$ cat src/rtl/irq_pkg.sv
// ----------------------------------------------------------------------------
// irq_pkg
// Types and constants shared by the interrupt sequencer and its priority
// encoder.
//   irq_state_e    : sequencer FSM states
//   CAUSE_W        : width of the cause (source ID) output
//   VEC_BASE_DEF   : default vector table base address
//   DRAIN_MAX_DEF  : default drain time-out, in cycles
// ----------------------------------------------------------------------------
package irq_pkg;

   typedef enum logic [2:0] {
      ST_IDLE,
      ST_DRAIN,
      ST_FLUSH,
      ST_VECTOR,
      ST_HANDLER,
      ST_RETURN
   } irq_state_e;

   localparam int          CAUSE_W       = 5;
   localparam logic [31:0] VEC_BASE_DEF  = 32'h0000_0100;
   localparam int          DRAIN_MAX_DEF = 16;

endpackage : irq_pkg

$ cat src/rtl/irq_priority_enc.sv
// ----------------------------------------------------------------------------
// irq_priority_enc
// Fixed-priority encoder: the lowest set index of req_i wins.
//   req_i   in  N     request vector
//   valid_o out 1     at least one request present
//   id_o    out ID_W  index of the winning request (0 when none)
// ----------------------------------------------------------------------------
module irq_priority_enc #(
   parameter int N    = 8,
   parameter int ID_W = $clog2(N)
) (
   input  logic [N-1:0]    req_i,
   output logic            valid_o,
   output logic [ID_W-1:0] id_o
);

   // Scan from the top down so the lowest set index is the last to assign.
   always_comb begin
      valid_o = |req_i;
      id_o    = '0;
      for (int i = N - 1; i >= 0; i--) begin
         if (req_i[i]) begin
            id_o = ID_W'(i);
         end
      end
   end

endmodule : irq_priority_enc

$ cat src/rtl/irq_sequencer.sv
// ----------------------------------------------------------------------------
// irq_sequencer
// Captures rising edges on the interrupt lines, picks the lowest-index
// enabled request and sequences the pipeline into the handler:
// stall/drain, flush (saving the resume PC), redirect to the vector, then
// redirect back to the saved PC when MRET retires.
//   clk, reset_n        clock, asynchronous active-low reset
//   irq_i               interrupt lines (rising edge = request)
//   irq_en_i            per-source enable mask
//   global_ie_i         global interrupt enable
//   commit_pc_i         PC of the oldest un-retired instruction
//   pipe_idle_i         pipeline has drained
//   mret_i              MRET retired (one-cycle pulse)
//   stall_o, flush_o    pipeline control
//   redirect_valid_o    load redirect_pc_o into the PC this cycle
//   redirect_pc_o       vector address or saved PC (0 when not redirecting)
//   epc_o, cause_o      saved resume PC and taken source ID
//   in_handler_o        handler active
//   pending_o           captured, not yet taken requests
// All outputs are decoded from registered state only.
// ----------------------------------------------------------------------------
module irq_sequencer
   import irq_pkg::*;
#(
   parameter int          NUM_IRQ   = 8,
   parameter logic [31:0] VEC_BASE  = VEC_BASE_DEF,
   parameter int          DRAIN_MAX = DRAIN_MAX_DEF
) (
   input  logic               clk,
   input  logic               reset_n,
   input  logic [NUM_IRQ-1:0] irq_i,
   input  logic [NUM_IRQ-1:0] irq_en_i,
   input  logic               global_ie_i,
   input  logic [31:0]        commit_pc_i,
   input  logic               pipe_idle_i,
   input  logic               mret_i,
   output logic               stall_o,
   output logic               flush_o,
   output logic               redirect_valid_o,
   output logic [31:0]        redirect_pc_o,
   output logic [31:0]        epc_o,
   output logic [CAUSE_W-1:0] cause_o,
   output logic               in_handler_o,
   output logic [NUM_IRQ-1:0] pending_o
);

   localparam int ID_W  = $clog2(NUM_IRQ);
   localparam int CNT_W = $clog2(DRAIN_MAX + 1);
   localparam logic [CNT_W-1:0] CNT_LAST = CNT_W'(DRAIN_MAX - 1);

   irq_state_e         state_q, state_d;
   logic [NUM_IRQ-1:0] pending_q, pending_d;
   logic [NUM_IRQ-1:0] irq_prev_q;
   logic [ID_W-1:0]    sel_id_q, sel_id_d;
   logic [CNT_W-1:0]   cnt_q, cnt_d;
   logic [31:0]        epc_q, epc_d;
   logic [CAUSE_W-1:0] cause_q, cause_d;

   logic               req_valid;
   logic [ID_W-1:0]    req_id;

   irq_priority_enc #(
      .N    (NUM_IRQ),
      .ID_W (ID_W)
   ) u_prio (
      .req_i   (pending_q & irq_en_i),
      .valid_o (req_valid),
      .id_o    (req_id)
   );

   always_comb begin
      state_d   = state_q;
      pending_d = pending_q;
      sel_id_d  = sel_id_q;
      cnt_d     = cnt_q;
      epc_d     = epc_q;
      cause_d   = cause_q;

      unique case (state_q)
         ST_IDLE: begin
            if (req_valid && global_ie_i) begin
               state_d  = ST_DRAIN;
               sel_id_d = req_id;
               cnt_d    = '0;
            end
         end
         ST_DRAIN: begin
            cnt_d = cnt_q + 1'b1;
            // Time-out forces the flush even if the pipe never reports idle.
            if (pipe_idle_i || (cnt_q == CNT_LAST)) begin
               state_d = ST_FLUSH;
            end
         end
         ST_FLUSH: begin
            epc_d             = commit_pc_i;
            cause_d           = CAUSE_W'(sel_id_q);
            pending_d[sel_id_q] = 1'b0;
            state_d           = ST_VECTOR;
         end
         ST_VECTOR:  state_d = ST_HANDLER;
         ST_HANDLER: begin
            if (mret_i) begin
               state_d = ST_RETURN;
            end
         end
         ST_RETURN:  state_d = ST_IDLE;
         default:    state_d = ST_IDLE;
      endcase

      // A new edge on the bit being taken overrides the clear.
      pending_d = pending_d | (irq_i & ~irq_prev_q);
   end

   always_ff @(posedge clk or negedge reset_n) begin
      if (!reset_n) begin
         state_q    <= ST_IDLE;
         pending_q  <= '0;
         irq_prev_q <= '0;
         sel_id_q   <= '0;
         cnt_q      <= '0;
         epc_q      <= '0;
         cause_q    <= '0;
      end else begin
         state_q    <= state_d;
         pending_q  <= pending_d;
         irq_prev_q <= irq_i;
         sel_id_q   <= sel_id_d;
         cnt_q      <= cnt_d;
         epc_q      <= epc_d;
         cause_q    <= cause_d;
      end
   end

   always_comb begin
      stall_o          = (state_q == ST_DRAIN) || (state_q == ST_FLUSH);
      flush_o          = (state_q == ST_FLUSH);
      in_handler_o     = (state_q == ST_HANDLER);
      redirect_valid_o = 1'b0;
      redirect_pc_o    = '0;
      if (state_q == ST_VECTOR) begin
         redirect_valid_o = 1'b1;
         redirect_pc_o    = VEC_BASE + 32'({sel_id_q, 2'b00});
      end else if (state_q == ST_RETURN) begin
         redirect_valid_o = 1'b1;
         redirect_pc_o    = epc_q;
      end
   end

   assign epc_o     = epc_q;
   assign cause_o   = cause_q;
   assign pending_o = pending_q;

endmodule : irq_sequencer

$ cat config.mk
export PLATFORM = sky130hd
export DESIGN_NAME = irq_sequencer
export DESIGN_NICKNAME = d
export VERILOG_FILES = /design/src/rtl/irq_pkg.sv /design/src/rtl/irq_priority_enc.sv /design/src/rtl/irq_sequencer.sv
export SDC_FILE = /design/constraint.sdc
export NUM_CORES = 1
export LEC_CHECK = 0
export CORE_UTILIZATION = 40
export DETAILED_ROUTE_END_ITERATION = 10
export HOLD_SLACK_MARGIN = 0.15
export PLACE_DENSITY = 0.88
export SYNTH_ARGS = -nofsm -noshare
export SYNTH_HDL_FRONTEND = slang
export SYNTH_SLANG_ARGS = --single-unit
export TNS_END_PERCENT = 50
$ cat constraint.sdc
create_clock -name clk -period 3.1 [get_ports clk]
set_input_delay 0.31 -clock clk [delete_from_list [all_inputs] [get_ports clk]]
set_output_delay 0.31 -clock clk [all_outputs]
set_load 0.01 [all_outputs]
==> qor.yml, run 1 <==
timing:
  slew_headroom: 0.540
  fmax_mhz: 389
  clock_skew_ns: 0.0116
  hold_violations: 0
  period_share: 0.830
  fin_tns_setup_ns: 0
  setup_viol_count_final: 0
  setup_ws_ns: 0.526
  rsz0062_at_grt: "false"
  tightest_slew_ns: 0.690
  final_max_slew_viol_count: 0
  min_period_ns: 2.57
global_routing:
  grtUsageMet1: 0.260
  globalRouteOverflowTotal: 0
  antenna_found_initial: 0
  grt_max_degree: 33
  grtUsageMet2: 0.341
  grt_use_met3: 0.0610
  grt_pass1_wl_um: 11900
  busiest_layer: "met2"
  grt_pass1_vias: 2440
  grt_use_total: 0.211
power_and_ir_drop:
  pwr-share-clk: 0.184
  p_sw_frac: 0.344
  power_frac_seq: 0.361
  totalPowerFinal_w: 0.00402
  internal-power_w: 0.00264
  combPwrFrac: 0.455
  cellPowerDensity_nw_per_um2: 904
  power.switching_w: 0.00138
  max-vdd-ir-drop_mv: 0.475
  power.leakage_nw: 1.91
clocking:
  htree_levels: 3
  clkTransAtPathRegs_ns: 0.08
  postCtsSetupRepairBufs: 0
  cts_buffer_depth: 2
  cts_tree: "yes"
  clock_sinks: 62
  cts-root-buf: "clkbuf_8"
  numCtsBuffers: 9
  clk_latency_ns: 0.34
critical_path:
  ff2ff_setup_slack_ns: 1.31
  critPathKind: "flop to output port"
  arrival_ns: 2.26
  startpoint_type: "flop"
  r2r-end: "epc_o[9]"
  cp.required_ns: 2.79
  crit_end: "redirect_pc_o[4]"
  crit_fanout: 8
  end_kind: "output port"
  r2r_cells: 3
  cp-startpoint: "state_q[1]"
  rr_startpoint: "state_q[0]"
die:
  initial_core_util: 0.416
  io_pins: 134
  die_h_um: 86.3
  die_area_um2: 7440
  core_um2: 6830
  rows: 30
  die_w_um: 86.3
layout:
  n_fill_cell: 552
  design_area_um2: 4440
  drive_gt1_frac: 0.161
  nets: 428
  areaGrowthSynthToFinish_pct: 56.5
  layout_commonest_cell: "clkdlybuf4s50_1"
  final_cell_mix: "clkdlybuf4s50_1 (130), dfrtp_1 (62), mux2_2 (34)"
  diodes: 0
route:
  viasPerCell: 5.05
  drcViolationCount: 0
  drtAntennaViolNets: 0
  drt_iter0_markers: 106
  route.vias.total: 2396
  detail_route.wl_per_cell_um: 15.8
  wl_um: 7470
  first_pass_iters: 4
logic_synthesis:
  yosysSeqAreaShare: 0.546
  async_flop_share: 1.00
  synth_edf_count: 0
  netlist_instances: 239
  ys.flop_type: "dfrtp_1"
  yosys.area.top_type: "dfrtp_1"
  synth_seq_cells: 62
  synth_top_area_share: 0.546
  ys_types: 36
  synth_area_um2: 2840
  synth_area_leaders: "dfrtp_1 (55%), mux2_2 (13%), and3_1 (6.4%)"
  ys_warn_count: 0
  syn_area_per_cell_um2: 11.9
run_status:
  status: "completed"
placement:
  place_worst_setup_slack_ns: 0.921
  dp_hpwl_um: 5460
  port-buffer-count: 131
  place.gp.congestion: 0.809
  placed_cell_area_um2: 4220
job:
  cap_violations: 0
worst_hold_path:
  hold_class: "flop to flop"
how the worst min path moves through the flow:
stage | endpoint | depth (start not counted) | slack, ns | from
3_3_place_gp | irq_prev_q[2] | 1 | 0.38 | reset_n
2_1_floorplan | cause_o[0] | 0 | 0.01 | reset_n
3_5_place_dp | irq_prev_q[2] | 1 | 0.39 | reset_n
6_report | pending_o[3] | 1 | 0.42 | irq_prev_q[3]
5_1_grt | irq_prev_q[0] | 1 | 0.43 | irq_i[0]
4_1_cts | pending_o[3] | 1 | 0.42 | irq_prev_q[3]
final cells by class:
class	count	area, um^2	share of cell area
sequential	62	1550	0.349
timing repair buffer	137	1350	0.305
multi-input combinational	152	1170	0.263
clock buffer	12	155	0.0349
tap	96	120	0.0270
clock inverter	4	55.1	0.0124
inverter	11	41.3	0.00929
synthesized netlist by cell type (4+ instances only):
library cell / n
nor2b_1: 8
o21ai_0: 20
inv_1: 11
a21oi_1: 4
clkbuf_1: 7
a22o_1: 4
dfrtp_1: 62
a22oi_1: 4
mux2_2: 34
and3_1: 29
nand2b_1: 6
nand2_1: 11
power by group through the flow:
stage	clock [W]	combinational, W	sequential, W
global route	0.000798	0.00197	0.00150
finish	0.000739	0.00183	0.00145
floorplan	0	0.000839	0.00148
detailed placement	0	0.00183	0.00146
CTS	0.000754	0.00185	0.00145
global placement	0	0.00178	0.00143
flip-flops by register name, summed over array words and instances (netlist names):
register    flops
pending_o       8
irq_prev_q      8
cause_o         3
epc_o          32
sel_id_q        3
state_q         3
cnt_q           5
what timing repair did:
action,4_1_cts,5_1_grt
gates resized for setup,0,0
endpoints found under the hold margin,30,0
hold buffers,1,0
metal layers:
| layer | vias to the layer above | part of all wire |
|---|---|---|
| li1 | 1109 | - |
| met3 | 16 | 0.063 |
| met5 | - | 0 |
| met2 | 99 | 0.49 |
| met1 | 1172 | 0.43 |
| met4 | 0 | 0.020 |
kinds of logic after synthesis:
group                      synth area share
and+or+nand+nor                       0.145
DFF                                   0.546
AOI/OAI and AO/OA                    0.0987
muxes                                 0.151
buffers and inverters                0.0463
adders and majority gates           0.00881
other                               0.00132
xor gates and xnor gates            0.00308
critical path, cell delays in order (launching register included):
cell	delay, ns
dfrtp_1	0.50
nor2b_1	0.48
a22oi_1	0.17
nor2b_1	0.21
clkdlybuf4s50_1	0.57
metrics by stage:
stage                     hold slack (ns)  utilization  cells
after floorplan                    0.0144            -    240
after global placement              0.382        0.618    457
after detailed placement            0.392        0.618    457
after CTS                           0.423        0.651    474
after global routing                0.425        0.651    474
final                               0.423        0.651    474
No activity file was read; power rests on OpenSTA's default activity.
==> run 2: changes to the inputs <==
==> constraint.sdc (replaced) <==
create_clock -name clk -period 2.65 [get_ports clk]
set_input_delay 0.265 -clock clk [delete_from_list [all_inputs] [get_ports clk]]
set_output_delay 0.265 -clock clk [all_outputs]
set_load 0.01 [all_outputs]
==> qor.yml, run 2 (synthesis results as in run 1) <==
layout:
  diodes: 0  # unchanged
  nets: 429  # was 428
  largest_reg_flops: 32  # unchanged
  final_cell_mix: "clkdlybuf4s50_1 (130), dfrtp_1 (62), mux2_2 (34)"  # unchanged
  areaGrowthSynthToFinish_pct: 55.2  # was 56.5%
  layout_commonest_cell: "clkdlybuf4s50_1"  # unchanged
  drive_gt1_frac: 0.161  # about the same
  n_fill_cell: 535  # was 552
  design_area_um2: 4410  # was 4440 um^2
  instances_no_fill: 475  # was 474
die:
  die_area_um2: 7440  # unchanged
  core_um2: 6830  # unchanged
  initial_core_util: 0.416  # unchanged
  rows: 30  # unchanged
  io_pins: 134  # unchanged
  die_w_um: 86.3  # unchanged
  die_h_um: 86.3  # unchanged
critical_path:
  rr_startpoint: "state_q[0]"  # unchanged
  startpoint_type: "flop"  # unchanged
  critPathKind: "flop to output port"  # unchanged
  ff2ff_setup_slack_ns: 0.92  # was 1.31 ns
  r2r-end: "epc_o[0]"  # was epc_o[9]
  crit_fanout: 8  # unchanged
  r2r_cells: 3  # unchanged
  end_kind: "output port"  # unchanged
  arrival_ns: 2.21  # was 2.26 ns
  cp.required_ns: 2.38  # was 2.79 ns
worst_hold_path:
  holdPathStages: 1  # unchanged
  hold_class: "input port to flop"  # was flop to flop
  min_to: "irq_prev_q[4]"  # was pending_o[3]
  hold_start: "irq_i[4]"  # was irq_prev_q[3]
placement:
  dp_hpwl_um: 5310  # was 5460 um
  port-buffer-count: 131  # unchanged
  placed_cells: 458  # was 457
  placed_cell_area_um2: 4230  # was 4220 um^2
  place.gp.congestion: 0.850  # was 0.809
global_routing:
  grt_pass1_wl_um: 11500  # was 11900 um
  grt_use_total: 0.201  # was 0.211
  grt_pass1_vias: 2449  # was 2440
  globalRouteOverflowTotal: 0  # unchanged
  grt_max_degree: 63  # was 33
  antenna_found_initial: 0  # unchanged
timing:
  holdWs_ns: 0.405  # was 0.423 ns
  slew_headroom: 0.486  # was 0.540
  min_period_ns: 2.47
  rsz0062_at_grt: "false"  # unchanged
  tightest_slew_ns: 0.771  # was 0.690 ns
  fmax_mhz: 405
  period_share: 0.932
  clock_skew_ns: 0.00669  # was 0.0116 ns
  hold_violations: 0  # unchanged
  setup_viol_count_final: 0  # unchanged
  fin_tns_setup_ns: 0  # unchanged
  final_max_slew_viol_count: 0  # unchanged
route:
  detail_route.wl_per_cell_um: 15.1  # was 15.8 um
  wl_um: 7190  # was 7470 um
  drt_iter0_markers: 125  # was 106
  drtAntennaViolNets: 0  # unchanged
  first_pass_iters: 7  # was 4
  viasPerCell: 5.03  # was 5.05
  route.vias.total: 2391  # was 2396
  drcViolationCount: 0  # unchanged
power_and_ir_drop:
  internal-power_w: 0.00296  # was 0.00264 W
  power.leakage_nw: 1.90  # was 1.91 nW
  power.switching_w: 0.00157  # was 0.00138 W
  power_frac_seq: 0.372  # was 0.361
  cellPowerDensity_nw_per_um2: 1030  # was 904 nW/um^2
  pwr-share-clk: 0.156  # was 0.184
  p_sw_frac: 0.347  # was 0.344
  combPwrFrac: 0.473  # was 0.455
  max-vdd-ir-drop_mv: 0.533  # was 0.475 mV
clocking:
  holdBufCountCts: 1  # unchanged
  clk_latency_ns: 0.33  # was 0.34 ns
  htree_levels: 3  # unchanged
  post_cts_resized: 0  # unchanged
  clkTransAtPathRegs_ns: 0.06  # was 0.08 ns
  clock_sinks: 62  # unchanged
  cts_tree: "yes"  # unchanged
  postCtsSetupRepairBufs: 0  # unchanged
  numCtsBuffers: 9  # unchanged
  cts_buffer_depth: 2  # unchanged
  cts-root-buf: "clkbuf_8"  # unchanged
job:
  cap_violations: 0  # unchanged
run_status:
  status: "completed"  # unchanged
[run 2: changes by cell type in the layout (fill, tap and decap cells not counted), sizes merged]
cell / before / now
buf: 6 / 7
bufinv: 1 / 0
clkinv: 2 / 3
[run 2: metrics by stage]
stage	power, W	utilization	worst slack [ns]
2_1_floorplan	0.00272	-	1.08
3_3_place_gp	0.00377	0.619	0.651
3_5_place_dp	0.00387	0.619	0.531
4_1_cts	0.00459	0.645	0.186
5_1_grt	0.00485	0.645	0.0675
6_report	0.00454	0.645	0.179
[run 2: worst max path at each step]
stage / from / end / slack (ns) / depth (start not counted)
2_1_floorplan: pending_o[2] / sel_id_q[0] / 1.08 / 4
3_3_place_gp: state_q[0] / stall_o / 0.65 / 3
3_5_place_dp: state_q[1] / redirect_pc_o[3] / 0.53 / 4
4_1_cts: state_q[1] / redirect_pc_o[3] / 0.19 / 4
5_1_grt: state_q[1] / redirect_pc_o[3] / 0.07 / 4
6_report: state_q[1] / redirect_pc_o[3] / 0.18 / 4
[run 2: power by group through the flow]
| stage | Combinational [W] | Clock (W) | Sequential (W) |
|---|---|---|---|
| 6_report | 0.00215 | 0.000706 | 0.00169 |
| 5_1_grt | 0.00232 | 0.000779 | 0.00175 |
| 4_1_cts | 0.00217 | 0.000725 | 0.00169 |
| 3_5_place_dp | 0.00216 | 0 | 0.00171 |
| 3_3_place_gp | 0.00210 | 0 | 0.00167 |
| 2_1_floorplan | 0.000981 | 0 | 0.00174 |
[run 2: metal layers]
metal,global-route usage,vias to the layer above,wire [um]
li1,-,1121,-
met3,0.0590,10,484
met5,0,-,0
met4,0.0894,0,88
met1,0.247,1167,3080
met2,0.330,93,3530
[run 2: area by class of cell]
class	instances	area [um^2]	area share
Tap cell	96	120	0.0272
Inverter	11	41.3	0.00936
Sequential cell	62	1550	0.352
Multi-Input combinational cell	152	1170	0.265
Timing Repair Buffer	138	1360	0.309
Clock buffer	12	145	0.0329
Clock inverter	4	22.5	0.00511
[run 2: worst max-delay path, cell delays in order (launching register included)]
cell             delay (ns)
dfrtp_1                0.50
nor2b_1                0.46
a22oi_1                0.18
nor2b_1                0.19
clkdlybuf4s50_1        0.56
